==> config.mk <==
export PLATFORM = sky130hd
export DESIGN_NAME = packet_scheduler_flat
export DESIGN_NICKNAME = d
export VERILOG_FILES = /design/src/rtl/packet_scheduler_pkg.sv /design/src/rtl/packet_scheduler_if.sv /design/src/rtl/packet_scheduler_rr_pick4.sv /design/src/rtl/packet_scheduler.sv /design/src/flat_wrapper.sv
export SDC_FILE = /design/constraint.sdc
export NUM_CORES = 1
export LEC_CHECK = 0
export BUFFER_PORTS_ARGS = -buffer_cell sky130_fd_sc_hd__clkbuf_2
export CAP_MARGIN = 0
export CELL_PAD_IN_SITES_DETAIL_PLACEMENT = 1
export CELL_PAD_IN_SITES_GLOBAL_PLACEMENT = 1
export CORE_ASPECT_RATIO = 1.75
export CORE_UTILIZATION = 26
export CTS_CLUSTER_DIAMETER = 50
export DETAILED_ROUTE_END_ITERATION = 6
export GPL_TIMING_DRIVEN = 0
export HOLD_SLACK_MARGIN = 0.05
export MAX_ROUTING_LAYER = met4
export PLACE_DENSITY_LB_ADDON = 0.3
export SETUP_SLACK_MARGIN = 0.4
export SLEW_MARGIN = 20
export SYNTH_ARGS = -nofsm -noshare
export SYNTH_HDL_FRONTEND = slang
export SYNTH_SLANG_ARGS = --single-unit
==> constraint.sdc <==
create_clock -name SYS_CLK -period 9 [get_ports SYS_CLK]
set_clock_uncertainty 0.05 [all_clocks]
set_input_delay 0.45 -clock SYS_CLK [delete_from_list [all_inputs] [get_ports SYS_CLK]]
set_output_delay 0.45 -clock SYS_CLK [all_outputs]
set_load 0.1 [all_outputs]
==> src/rtl/packet_scheduler_pkg.sv <==
// Shared constants and types for the TS packet scheduler.
// Register map offsets, FSM encodings and source counts.
package packet_scheduler_pkg;

    localparam int N_SRC        = 4;
    localparam int WGT_W        = 4;
    localparam int NULL_TIMEOUT = 1024;
    localparam int TS_PKT_LEN   = 188;

    localparam logic [7:0] ADDR_SCHED_BASE = 8'h40;
    localparam logic [7:0] REG_WGT0        = 8'd0;
    localparam logic [7:0] REG_MODE        = 8'd4;
    localparam logic [7:0] REG_ERR_CLR     = 8'd5;

    typedef enum logic [1:0] {
        ST_ARB   = 2'd0,
        ST_OFFER = 2'd1,
        ST_BUSY  = 2'd2
    } state_e;

    typedef logic [WGT_W-1:0] wgt_t;

endpackage

==> src/rtl/packet_scheduler_if.sv <==
// Grant handshake and SPI register bus between scheduler and mux.
// master = scheduler side, slave = mux / SPI side.
interface packet_scheduler_if;
    import packet_scheduler_pkg::*;

    logic [7:0] SPI_ADDRESS;
    logic [7:0] SPI_DATA;
    logic       RISING_SS;
    logic       GRANT_READY;
    logic       PKT_DONE;
    logic       GRANT_VALID;
    logic [1:0] GRANT_SRC;
    logic       GRANT_NULL;

    modport master (
        input  SPI_ADDRESS, SPI_DATA, RISING_SS,
        input  GRANT_READY, PKT_DONE,
        output GRANT_VALID, GRANT_SRC, GRANT_NULL
    );

    modport slave (
        output SPI_ADDRESS, SPI_DATA, RISING_SS,
        output GRANT_READY, PKT_DONE,
        input  GRANT_VALID, GRANT_SRC, GRANT_NULL
    );

endinterface

==> src/rtl/packet_scheduler_rr_pick4.sv <==
// Cyclic first-one finder over 4 requests starting at a pointer.
// Lowest distance from the pointer wins.
module rr_pick4
    import packet_scheduler_pkg::*;
(
    input  logic [N_SRC-1:0] req_i,
    input  logic [1:0]       ptr_i,
    output logic             found_o,
    output logic [1:0]       idx_o
);

    logic [1:0] cand;

    // Walk farthest-first so the nearest hit is written last.
    always_comb begin
        found_o = 1'b0;
        idx_o   = ptr_i;
        cand    = ptr_i;
        for (int k = N_SRC - 1; k >= 0; k--) begin
            cand = ptr_i + 2'(k);
            if (req_i[cand]) begin
                found_o = 1'b1;
                idx_o   = cand;
            end
        end
    end

endmodule

==> src/rtl/packet_scheduler.sv <==
// WRR / strict-priority grant scheduler for the TS packet mux.
// One grant per packet slot; null slot after an idle timeout.
module packet_scheduler
    import packet_scheduler_pkg::*;
#(
    parameter int TIMEOUT = NULL_TIMEOUT
) (
    input  logic              SYS_CLK,
    input  logic              RST,
    input  logic [N_SRC-1:0]  GOT_FULL_PACKET,
    packet_scheduler_if.master bus,
    output logic              ERR_PROTO,
    output logic [1:0]        state_mon
);

    localparam int IW = $clog2(TIMEOUT);
    localparam logic [IW-1:0] IDLE_LAST = IW'(TIMEOUT - 1);

    state_e        state_q, state_d;
    wgt_t          wgt_q [N_SRC];
    wgt_t          wgt_d [N_SRC];
    wgt_t          credit_q [N_SRC];
    wgt_t          credit_d [N_SRC];
    logic          mode_q, mode_d;
    logic [1:0]    ptr_q, ptr_d;
    logic [IW-1:0] idle_q, idle_d;
    logic          gv_q, gv_d;
    logic [1:0]    gs_q, gs_d;
    logic          gn_q, gn_d;
    logic          err_q, err_d;

    logic [N_SRC-1:0] elig, req;
    logic [1:0]       pick_ptr, pick_idx;
    logic             pick_hit;
    logic [7:0]       reg_off;
    logic             spi_unused;

    always_comb begin
        elig = '0;
        req  = '0;
        for (int i = 0; i < N_SRC; i++) begin
            elig[i] = GOT_FULL_PACKET[i] && (wgt_q[i] != '0);
            req[i]  = mode_q ? elig[i]
                             : (elig[i] && (credit_q[i] != '0));
        end
    end

    assign pick_ptr = mode_q ? 2'd0 : ptr_q;

    rr_pick4 u_pick (
        .req_i   (req),
        .ptr_i   (pick_ptr),
        .found_o (pick_hit),
        .idx_o   (pick_idx)
    );

    assign reg_off    = bus.SPI_ADDRESS - ADDR_SCHED_BASE;
    assign spi_unused = ^bus.SPI_DATA;

    always_comb begin
        state_d  = state_q;
        wgt_d    = wgt_q;
        credit_d = credit_q;
        mode_d   = mode_q;
        ptr_d    = ptr_q;
        idle_d   = idle_q;
        gv_d     = gv_q;
        gs_d     = gs_q;
        gn_d     = gn_q;
        err_d    = err_q;

        if (bus.RISING_SS) begin
            if (reg_off < REG_MODE)
                wgt_d[reg_off[1:0]] = bus.SPI_DATA[WGT_W-1:0];
            else if (reg_off == REG_MODE)
                mode_d = bus.SPI_DATA[0];
            else if (reg_off == REG_ERR_CLR && bus.SPI_DATA[0])
                err_d = 1'b0;
        end

        unique case (state_q)
            ST_ARB: begin
                if (bus.PKT_DONE)
                    err_d = 1'b1;
                if (pick_hit) begin
                    gv_d    = 1'b1;
                    gs_d    = pick_idx;
                    gn_d    = 1'b0;
                    idle_d  = '0;
                    state_d = ST_OFFER;
                    if (!mode_q) begin
                        credit_d[pick_idx] =
                            credit_q[pick_idx] - wgt_t'(1);
                        // Stay on the winner until its burst is spent.
                        if (credit_q[pick_idx] == wgt_t'(1))
                            ptr_d = pick_idx + 2'd1;
                        else
                            ptr_d = pick_idx;
                    end
                end else if (|elig) begin
                    credit_d = wgt_q;
                end else if (idle_q == IDLE_LAST) begin
                    gv_d    = 1'b1;
                    gn_d    = 1'b1;
                    idle_d  = '0;
                    state_d = ST_OFFER;
                end else begin
                    idle_d = idle_q + 1'b1;
                end
            end
            ST_OFFER: begin
                if (bus.PKT_DONE)
                    err_d = 1'b1;
                if (gv_q && bus.GRANT_READY) begin
                    gv_d    = 1'b0;
                    state_d = ST_BUSY;
                end
            end
            ST_BUSY: begin
                if (bus.PKT_DONE) begin
                    gn_d    = 1'b0;
                    state_d = ST_ARB;
                end
            end
            default: begin
                gv_d    = 1'b0;
                gn_d    = 1'b0;
                state_d = ST_ARB;
            end
        endcase
    end

    always_ff @(posedge SYS_CLK) begin
        if (RST) begin
            state_q <= ST_ARB;
            for (int i = 0; i < N_SRC; i++) begin
                wgt_q[i]    <= wgt_t'(1);
                credit_q[i] <= wgt_t'(1);
            end
            mode_q <= 1'b0;
            ptr_q  <= '0;
            idle_q <= '0;
            gv_q   <= 1'b0;
            gs_q   <= '0;
            gn_q   <= 1'b0;
            err_q  <= 1'b0;
        end else begin
            state_q  <= state_d;
            wgt_q    <= wgt_d;
            credit_q <= credit_d;
            mode_q   <= mode_d;
            ptr_q    <= ptr_d;
            idle_q   <= idle_d;
            gv_q     <= gv_d;
            gs_q     <= gs_d;
            gn_q     <= gn_d;
            err_q    <= err_d;
        end
    end

    assign bus.GRANT_VALID = gv_q;
    assign bus.GRANT_SRC   = gs_q;
    assign bus.GRANT_NULL  = gn_q;
    assign ERR_PROTO       = err_q;
    assign state_mon       = state_q;

endmodule

==> src/flat_wrapper.sv <==
// flat-port wrapper written by rule: the top's interface ports become plain ports
module packet_scheduler_flat import packet_scheduler_pkg::*;
#(
    parameter int TIMEOUT = NULL_TIMEOUT
)
  (SYS_CLK, RST, GOT_FULL_PACKET, ERR_PROTO, state_mon, bus_SPI_ADDRESS, bus_SPI_DATA, bus_RISING_SS, bus_GRANT_READY, bus_PKT_DONE, bus_GRANT_VALID, bus_GRANT_SRC, bus_GRANT_NULL);
  packet_scheduler_if bus_i ();
  input  logic SYS_CLK;
  input  logic RST;
  input  logic [N_SRC-1:0] GOT_FULL_PACKET;
  output logic ERR_PROTO;
  output logic [1:0] state_mon;
  input wire logic [$bits(bus_i.SPI_ADDRESS)-1:0] bus_SPI_ADDRESS;
  input wire logic [$bits(bus_i.SPI_DATA)-1:0] bus_SPI_DATA;
  input wire logic [$bits(bus_i.RISING_SS)-1:0] bus_RISING_SS;
  input wire logic [$bits(bus_i.GRANT_READY)-1:0] bus_GRANT_READY;
  input wire logic [$bits(bus_i.PKT_DONE)-1:0] bus_PKT_DONE;
  output wire logic [$bits(bus_i.GRANT_VALID)-1:0] bus_GRANT_VALID;
  output wire logic [$bits(bus_i.GRANT_SRC)-1:0] bus_GRANT_SRC;
  output wire logic [$bits(bus_i.GRANT_NULL)-1:0] bus_GRANT_NULL;
  assign bus_i.SPI_ADDRESS = bus_SPI_ADDRESS;
  assign bus_i.SPI_DATA = bus_SPI_DATA;
  assign bus_i.RISING_SS = bus_RISING_SS;
  assign bus_i.GRANT_READY = bus_GRANT_READY;
  assign bus_i.PKT_DONE = bus_PKT_DONE;
  assign bus_GRANT_VALID = bus_i.GRANT_VALID;
  assign bus_GRANT_SRC = bus_i.GRANT_SRC;
  assign bus_GRANT_NULL = bus_i.GRANT_NULL;
  packet_scheduler #(.TIMEOUT(TIMEOUT)) u_core (.SYS_CLK(SYS_CLK), .RST(RST), .GOT_FULL_PACKET(GOT_FULL_PACKET), .bus(bus_i), .ERR_PROTO(ERR_PROTO), .state_mon(state_mon));
endmodule
==> flow_metrics.tcl, run 1 <==
set metrics [dict create \
    status "finished, final reports clean" \
    critPathMaxFanout 11 \
    htreeDepth 2 \
    r2r_end "u_core.credit_q[14]" \
    yosysMostFrequentCell "nor2_1" \
    synth.top_cells.by_count "53 x nor2_1, 52 x dfxtp_1, 28 x a21oi_1" \
    path_clk_slew_ns 0.07 \
    ctsHoldBuffers 0 \
    netlist_area_um2 2930 \
    crit_path_frequent_cell "buf_6" \
    layout_worst_path_cycle_share 0.408 \
    p_leak_uw 0.00136 \
    cts_setup_buffers 0 \
    chipHeight_um 143 \
    remaining_drc_errors 0 \
    p_per_area_nw_per_um2 287 \
    cp.required_ns 9.16 \
    die_x_um 82.3 \
    maxCapViolCount 0 \
    cts_tree "built" \
    clk_latency_ns 0.30 \
    routabilityCongestion 0.909 \
    relSlewSlack 0.372 \
    synth-seq-cells 52 \
    synth_top_area_frac 0.355 \
    min_path_type "input pin to flip-flop" \
    cp_data_arrival_time_ns 3.84 \
    final_cells 516 \
    drive_gt1_frac 0.172 \
    num_io_pins 32 \
    clkSinkCount 52 \
    worst_setup_path_end_kind "flip-flop" \
    synthFlopType "dfxtp_1" \
    ys_types 58 \
    portBuffers 27 \
    synth_warnings 0 \
    critPathLaunchType "flip-flop" \
    start_util 0.266 \
    placedCellCount 508 \
    diodes 0 \
    synth-edff-count 0 \
    grt_setup_unrepaired "false" \
    max_stage_delay_ns 0.71 \
    worst_pin_slew_ns 0.929 \
    wl_per_cell_um 18.0 \
    cts_root_buffer "clkbuf_16" \
    cp_cell_sequence "o41ai_1 -> a21oi_1 -> o32a_1 -> o22a_1 -> o21a_1 -> buf_6 -> buf_6 -> mux2i_1 -> mux2_2 -> ha_1 -> xnor2_1 -> nand2_1 -> a211oi_1" \
    synthArstFlopShare 0 \
    grt_pass1_vias 2923 \
    min_period_ns 3.67 \
    grtUsageTotal 0.179 \
    grt_pass1_wl_mm 15.0 \
    setup_viol 0 \
    vias_per_cell 5.28 \
    placed_area_um2 3230 \
    row_count 51 \
    antenna_found_initial 0 \
    fp.dieArea_um2 11700 \
    dp_hpwl_mm 7.50 \
    reg2reg_from "u_core.wgt_q[4]" \
    fmax_ghz 0.272 \
    peakVddDrop_v 0.000129 \
    synthCells 349 \
    hold_path_depth 3 \
    syn_nets 382 \
    stdcell_area_um2 3420 \
    seq_area_frac_synth 0.355 \
    syn_avg_cell_area_um2 8.40 \
    min-delay-start "bus_SPI_DATA[1]" \
    overflow 0 \
    syn2layout_area_growth_pct 16.5 \
    finalWirelength_mm 9.29 \
    drtIter0Drc 89 \
    cts-resized-gates 0 \
    yosysTopAreaCell "dfxtp_1" \
    tritoncts.num_buffers 5 \
    r2r_slack_ns 5.33 \
    clockBufferDepth 2 \
    final.setup.tns_ns 0 \
    timing.setup.critical_path_class "flip-flop to flip-flop" \
    first_pass_iters 4 \
    nets 416 \
    reg2reg_depth 13 \
    ant_nets 0 \
    slew_viol_final 0 \
    design.core.area_um2 11000 \
    holdPathEnd "u_core.wgt_q[13]" \
    grt_max_degree 16 \
    crit_slowest_cell "o41ai_1" \
    vias 2724 \
    fillCellCount 1342 \
    yosys-top-cells-area "dfxtp_1 35%, nor2_1 6.8%, mux2i_1 6.1%" \
    hold_viol 0 \
]
worst max-delay path by stage:
stage	from	endpoint	slack, ns
3_3_place_gp	u_core.wgt_q[4]	u_core.credit_q[10]	5.44
3_5_place_dp	u_core.wgt_q[4]	u_core.credit_q[14]	5.33
6_report	u_core.wgt_q[4]	u_core.credit_q[14]	5.33
4_1_cts	u_core.wgt_q[4]	u_core.credit_q[14]	5.31
5_1_grt	u_core.wgt_q[4]	u_core.credit_q[10]	5.20
2_1_floorplan	u_core.wgt_q[14]	u_core.credit_q[1]	6.10
final cells by class:
cell class	count	area (um^2)	area share
Timing Repair Buffer	27	135	0.0396
Tap cell	132	165	0.0484
Clock inverter	1	30.0	0.00879
Sequential cell	52	1040	0.305
Buffer	16	95.1	0.0278
Inverter	7	26.3	0.00769
Clock buffer	7	153	0.0447
Multi-Input combinational cell	274	1770	0.518
metal layers:
layer  GRT usage  share of wire  vias up
met5           -              0        -
met4      0.0960          0.047        0
met3      0.0237          0.016       24
met2       0.332           0.57       34
met1       0.171           0.37     1336
li1            -              -     1330
layout by cell type, fill, tap and decap left out, types with 5 or more instances in the layout:
| cell type | instances |
|---|---|
| mux2i_1 | 18 |
| dfxtp_1 | 52 |
| a31oi_1 | 5 |
| inv_1 | 6 |
| a21oi_1 | 28 |
| clkbuf_2 | 27 |
| nand2_1 | 27 |
| o21ai_0 | 20 |
| nand3_1 | 15 |
| nor3_1 | 8 |
| clkbuf_16 | 5 |
| a211oi_1 | 7 |
| clkbuf_1 | 9 |
| nor2_1 | 53 |
| o21ai_1 | 9 |
| ha_1 | 8 |
| and3_1 | 5 |
cells by family after synthesis:
| family | Yosys count | share of synthesized area |
|---|---|---|
| AO/OA/AOI/OAI | 104 | 0.253 |
| XOR/XNOR | 6 | 0.0205 |
| adder cells (fa/ha/maj) | 8 | 0.0341 |
| buffers and inverters | 23 | 0.0414 |
| flip-flops | 52 | 0.355 |
| multiplexers | 23 | 0.0819 |
| AND/OR/NAND/NOR | 133 | 0.214 |
registers in the layout, indices dropped and copies added (netlist names):
register	flops
u_core.credit_q	16
u_core.wgt_q	16
u_core.idle_q	10
u_core.bus.GRANT_SRC	2
u_core.ptr_q	2
u_core.state_mon	2
u_core.ERR_PROTO	1
u_core.bus.GRANT_NULL	1
u_core.bus.GRANT_VALID	1
u_core.mode_q	1
stage by stage:
step	hold slack, ns	setup slack (ns)	util	power, uW
2_1_floorplan	0.396	6.10	-	631
3_3_place_gp	0.413	5.44	0.293	741
3_5_place_dp	0.421	5.33	0.293	747
4_1_cts	0.407	5.31	0.309	989
5_1_grt	0.431	5.20	0.309	1030
6_report	0.403	5.33	0.309	979
report_power, final:
group	internal, uW	leakage [uW]	switching [uW]
clock network	147	0.0000901	90.3
logic	171	0.000844	278
registers	264	0.000423	28.4
total	582	0.00136	397
critical path: cells and delay by family, from the launching register on:
kind	cells	cell delay [ns]
compound gates	6	1.80
mux	2	0.49
flops	1	0.32
buf+inv	2	0.29
fa+ha+maj	1	0.23
xor+xnor	1	0.22
simple gates	1	0.19
Note: power is estimated with default switching activity, not from simulation.
==> run 2: changes to the inputs <==
==> constraint.sdc (replaced) <==
create_clock -name SYS_CLK -period 3.2 [get_ports SYS_CLK]
set_clock_uncertainty 0.05 [all_clocks]
set_input_delay 0.16 -clock SYS_CLK [delete_from_list [all_inputs] [get_ports SYS_CLK]]
set_output_delay 0.16 -clock SYS_CLK [all_outputs]
set_load 0.1 [all_outputs]
==> run 2 against run 1 <==
Against the previous run:
- via count increased by 2.3%
- cell area rose by 8.0%
- non-clock buffer count increased by 15
- clock power grew to 2.6 times the previous value
- hold slack got worse by 0.31 ns
- register-to-register slack worse by 5.1 ns
- critical path type unchanged
- cell count rose by 2.9%
- sequential power grew to 2.8 times the previous value
- sequential cell count unchanged
==> flow_metrics.tcl, run 2 (synthesized netlist as in run 1, its figures left out) <==
set metrics [dict create \
    regArea_um2 1050 \
    grt_pass1_wl_mm 15.7 \
    drive_gt1_frac 0.253 \
    timing.final.ws_setup_ns 0.204 \
    reg_top3 "u_core.credit_q: 16 flops, u_core.wgt_q: 16 flops, u_core.idle_q: 10 flops" \
    cp_cell_sequence "o41ai_4 -> a21oi_2 -> o32a_1 -> o22a_1 -> o21a_1 -> buf_6 -> buf_12 -> mux2i_1 -> mux2_4 -> ha_4 -> xnor2_4 -> nand2_4 -> a211oi_2" \
    fillCellCount 1313 \
    grt_pass1_vias 3053 \
    drtIter0Drc 56 \
    maxCapViolCount 0 \
    p_per_area_nw_per_um2 833 \
    grt_setup_unrepaired "true" \
    status "finished, final reports clean" \
    worst_setup_path_end_kind "flip-flop" \
    remaining_drc_errors 0 \
    final_cells 531 \
    placedCellCount 508 \
    relSlewSlack 0.472 \
    clk_latency_ns 0.30 \
    htreeDepth 2 \
    vias 2787 \
    start_util 0.266 \
    peakVddDrop_v 0.000349 \
    grtUsageTotal 0.188 \
    tritoncts.num_buffers 5 \
    cp_top_family "compound AO/OA/AOI/OAI gates" \
    portBuffers 27 \
    crit_buf_inv 2 \
    first_pass_iters 4 \
    p_leak_uw 0.00147 \
    die_x_um 82.3 \
    nets 431 \
    cp.required_ns 3.37 \
    cts_tree "built" \
    max_stage_delay_ns 0.41 \
    crit_slowest_cell "o41ai_4" \
    final_cell_mix "53 x nor2_1, 46 x dfxtp_1, 29 x clkbuf_2, 26 x a21oi_1, 26 x nand2_1" \
    vias_per_cell 5.25 \
    ant_nets 0 \
    finalWirelength_mm 9.85 \
    worst_pin_slew_ns 0.793 \
    top_layer "met4" \
    hold_viol 0 \
    wl_met1_mm 3.56 \
    overflow 0 \
    dr_wl_met3_um 164 \
    place_ws_ns -0.251 \
    clockBufferDepth 2 \
    slew_viol_final 0 \
    min_period_ns 3.00 \
    wl_met2_mm 5.73 \
    final_common_cell "nor2_1" \
    syn2layout_area_growth_pct 25.8 \
    setup_viol 0 \
    chipHeight_um 143 \
    design.core.area_um2 11000 \
    diodes 0 \
    critPathMaxFanout 7 \
    layout_worst_path_cycle_share 0.936 \
    timing.setup.critical_path_class "flip-flop to flip-flop" \
    fp.dieArea_um2 11700 \
    fmax_ghz 0.334 \
    routabilityCongestion 0.857 \
    dp_hpwl_mm 7.76 \
    grt_max_degree 17 \
    multi_input_area_um2 1920 \
    cp_data_arrival_time_ns 3.16 \
    antenna_found_initial 0 \
    cts_root_buffer "clkbuf_16" \
    min_path_type "input pin to flip-flop" \
    clkSinkCount 52 \
    wl_per_cell_um 18.6 \
    path_clk_slew_ns 0.07 \
    critPathLaunchType "flip-flop" \
    num_io_pins 32 \
    row_count 51 \
    ctsHoldBuffers 0 \
]
==> run 2: final cells by class <==
type,count,share of cell area
Multi-Input combinational cell,274,0.521
Sequential cell,52,0.284
Inverter,7,0.00848
Clock inverter,3,0.0115
Tap cell,132,0.0448
Clock buffer,5,0.0339
Timing Repair Buffer,42,0.0671
Buffer,16,0.0288
==> run 2: where the power goes <==
group | leakage [uW] | switching, uW | internal [uW]
combinational | 0.000965 | 927 | 703
clock | 0.0000798 | 255 | 368
sequential | 0.000426 | 78.8 | 742
==> run 2: routing by layer <==
| layer | global-route usage | up-vias |
|---|---|---|
| met3 | 0.0218 | 24 |
| met5 | - | - |
| met1 | 0.182 | 1360 |
| li1 | - | 1366 |
| met4 | 0.105 | 0 |
| met2 | 0.347 | 37 |
==> run 2: metrics by stage <==
step                      hold WS [ns]  setup TNS [ns]   util  total power (uW)  instance area, um^2
after CTS                       0.0978               0  0.328              2970                 3620
after global placement           0.413           -2.39  0.296              2160                 3270
after detailed placement         0.419           -2.44  0.296              2190                 3270
final                           0.0967               0  0.334              3070                 3690
after global routing             0.138               0  0.334              3250                 3690
after floorplan                  0.228               0      -              1840                 2970
==> run 2: repair_timing <==
action / 4_1_cts / 5_1_grt
endpoints found under the setup margin: 25 / 24
gates resized for setup: 18 / 11
setup buffers: 12 / 3
cloned: 0 / 0
pin swaps: 12 / 7
==> run 2: worst paths after layout <==
path	start	end	slack, ns	cells after the start
max	u_core.wgt_q[13]	u_core.credit_q[10]	0.20	13
min	bus_SPI_DATA[3]	u_core.wgt_q[15]	0.1	3
max reg2reg	u_core.wgt_q[13]	u_core.credit_q[10]	0.20	13
min reg2reg	u_core.idle_q[1]	u_core.idle_q[1]	0.43	2
==> run 2: worst min-delay path, stage by stage <==
cell and delay, ns:
clkbuf_2 0.12, nand3_1 0.08, a21oi_1 0.05
==> run 3: changes to the inputs <==
--- a/config.mk
+++ b/config.mk
@@ -8,7 +8,7 @@
 export BUFFER_PORTS_ARGS = -buffer_cell sky130_fd_sc_hd__clkbuf_2
 export CAP_MARGIN = 0
 export CELL_PAD_IN_SITES_DETAIL_PLACEMENT = 1
-export CELL_PAD_IN_SITES_GLOBAL_PLACEMENT = 1
+export CELL_PAD_IN_SITES_GLOBAL_PLACEMENT = 2
 export CORE_ASPECT_RATIO = 1.75
 export CORE_UTILIZATION = 26
 export CTS_CLUSTER_DIAMETER = 50
==> constraint.sdc (replaced) <==
create_clock -name SYS_CLK -period 3 [get_ports SYS_CLK]
set_clock_uncertainty 0.05 [all_clocks]
set_input_delay 0.15 -clock SYS_CLK [delete_from_list [all_inputs] [get_ports SYS_CLK]]
set_output_delay 0.15 -clock SYS_CLK [all_outputs]
set_load 0.1 [all_outputs]
==> run 3 against run 2 <==
Against the previous run:
- the run now ends with negative setup slack left
- sequential cell count unchanged
- combinational power up 13%
- sequential power up 7.2%
- non-clock buffer count up 3
- die area unchanged
- via count up 1.0%
- critical path type unchanged
- critical endpoint unchanged
- highest routed layer unchanged
==> flow_metrics.tcl, run 3 (synthesized netlist as in run 1, its figures left out) <==
set metrics [dict create \
    clk_latency_ns 0.30 \
    chipHeight_um 143 \
    drive_gt1_frac 0.296 \
    grtUsageTotal 0.189 \
    final_cell_mix "53 x nor2_1, 47 x dfxtp_1, 28 x clkbuf_2, 25 x a21oi_1, 25 x nand2_1" \
    nets 434 \
    critPathMaxFanout 6 \
    p_leak_uw 0.00150 \
    row_count 51 \
    start_util 0.266 \
    cts_tree "built" \
    ant_nets 0 \
    fillCellCount 1335 \
    place_ws_ns -0.623 \
    grt_pass1_vias 2929 \
    finalWirelength_mm 10.1 \
    first_pass_iters 4 \
    design.core.area_um2 11000 \
    reg_top3 "u_core.credit_q: 16 flops, u_core.wgt_q: 16 flops, u_core.idle_q: 10 flops" \
    timing.setup.critical_path_class "flip-flop to flip-flop" \
    min_path_type "input pin to flip-flop" \
    tritoncts.num_buffers 5 \
    fp.dieArea_um2 11700 \
    cp.required_ns 3.16 \
    die_x_um 82.3 \
    critPathLaunchType "flip-flop" \
    worst_setup_path_end_kind "flip-flop" \
    r2r_slack_ns -0.05 \
    peakVddDrop_v 0.000349 \
    routabilityCongestion 0.833 \
    grt_setup_unrepaired "true" \
    drtIter0Drc 87 \
    final_common_cell "nor2_1" \
    ctsHoldBuffers 0 \
    top_layer "met4" \
    min_period_ns 3.05 \
    fin_hold_ws_ns 0.0922 \
    diodes 0 \
    worst_pin_slew_ns 0.795 \
    path_clk_slew_ns 0.07 \
    maxCapViolCount 0 \
    cp_data_arrival_time_ns 3.21 \
    dp_hpwl_mm 7.81 \
    grt_max_degree 17 \
    layout_worst_path_cycle_share 1.02 \
    vias_per_cell 5.27 \
    vias 2816 \
    wl_met1_mm 3.77 \
    hold_viol 0 \
    clockBufferDepth 2 \
    wl_per_cell_um 18.8 \
    relSlewSlack 0.470 \
    fmax_ghz 0.328 \
    remaining_drc_errors 0 \
    htreeDepth 2 \
    dr_wl_met3_um 188 \
    cts_root_buffer "clkbuf_16" \
    syn2layout_area_growth_pct 30.4 \
    grt_pass1_wl_mm 15.8 \
    overflow 0 \
    antenna_found_initial 0 \
    slew_viol_final 0 \
    clkSinkCount 52 \
    p_per_area_nw_per_um2 886 \
    status "complete, but fails checks" \
    num_io_pins 32 \
    violations "negative setup slack" \
    setup_viol 7 \
    portBuffers 27 \
    wl_met2_mm 5.76 \
    timing.final.ws_setup_ns -0.0454 \
]
## run 3: changes by cell type in the layout (fill, tap and decap cells not counted), moves of 2 or more
cell	delta
ha_2	+3
o21ai_0	-2
a211oi_1	-2
ha_1	-4
or2_2	-2
mux2i_1	-2
nand3_1	-3
buf_4	+2
nand3_2	+4
dfxtp_2	-2
or2_4	+2
## run 3: per-stage QoR
step / std cells / total power, uW / utilization / cell area, um^2 / setup TNS, ns
2_1_floorplan: 349 / 1980 / - / 2980 / 0
3_3_place_gp: 508 / 2350 / 0.297 / 3280 / -8.53
3_5_place_dp: 508 / 2360 / 0.297 / 3280 / -8.47
4_1_cts: 526 / 3260 / 0.334 / 3690 / -0.453
5_1_grt: 534 / 3570 / 0.346 / 3820 / -1.36
6_report: 534 / 3390 / 0.346 / 3820 / -0.170
## run 3: critical path, cell delays in order (launching register included)
cell      delay, ns
dfxtp_4        0.35
o41ai_4        0.40
a21oi_2        0.08
o32a_1         0.29
o22a_1         0.17
o21a_1         0.18
buf_6          0.12
buf_12         0.13
mux2i_4        0.19
mux2_4         0.30
ha_4           0.18
xnor2_4        0.18
nand2_4        0.11
a211oi_2       0.22
## run 3: power by group
part           switching, uW  leakage (uW)  internal (uW)
sequential              89.8      0.000426            791
combinational           1030      0.000993            816
clock                    271     0.0000798            393
total                   1390       0.00150           2000
## run 3: worst paths after layout
path / startpoint / endpoint / cells past startpoint
min reg2reg: u_core.idle_q[1] / u_core.idle_q[1] / 2
max: u_core.wgt_q[14] / u_core.credit_q[10] / 13
min: bus_SPI_DATA[1] / u_core.wgt_q[13] / 3
max reg2reg: u_core.wgt_q[14] / u_core.credit_q[10] / 13
## run 3: what timing repair did
item	in CTS	in global routing
setup buffers	10	8
setup endpoints to repair	32	26
resized for setup	33	21
pin swaps	11	11
## run 3: metal layers
metal,vias to the layer above,global-route usage
met1,1392,0.190
met2,34,0.351
met4,0,0.0822
met5,-,-
li1,1370,-
met3,20,0.0231
## run 3: layout make-up
cell class	instances	area, um^2	area share
plain buffers	16	116	0.0304
well taps	132	165	0.0432
multi-input cells	274	2020	0.528
inverters	7	31.3	0.00818
clock inverters	3	42.5	0.0111
repair buffers	45	274	0.0716
flip-flops and latches	52	1050	0.274
clock buffers	5	125	0.0327
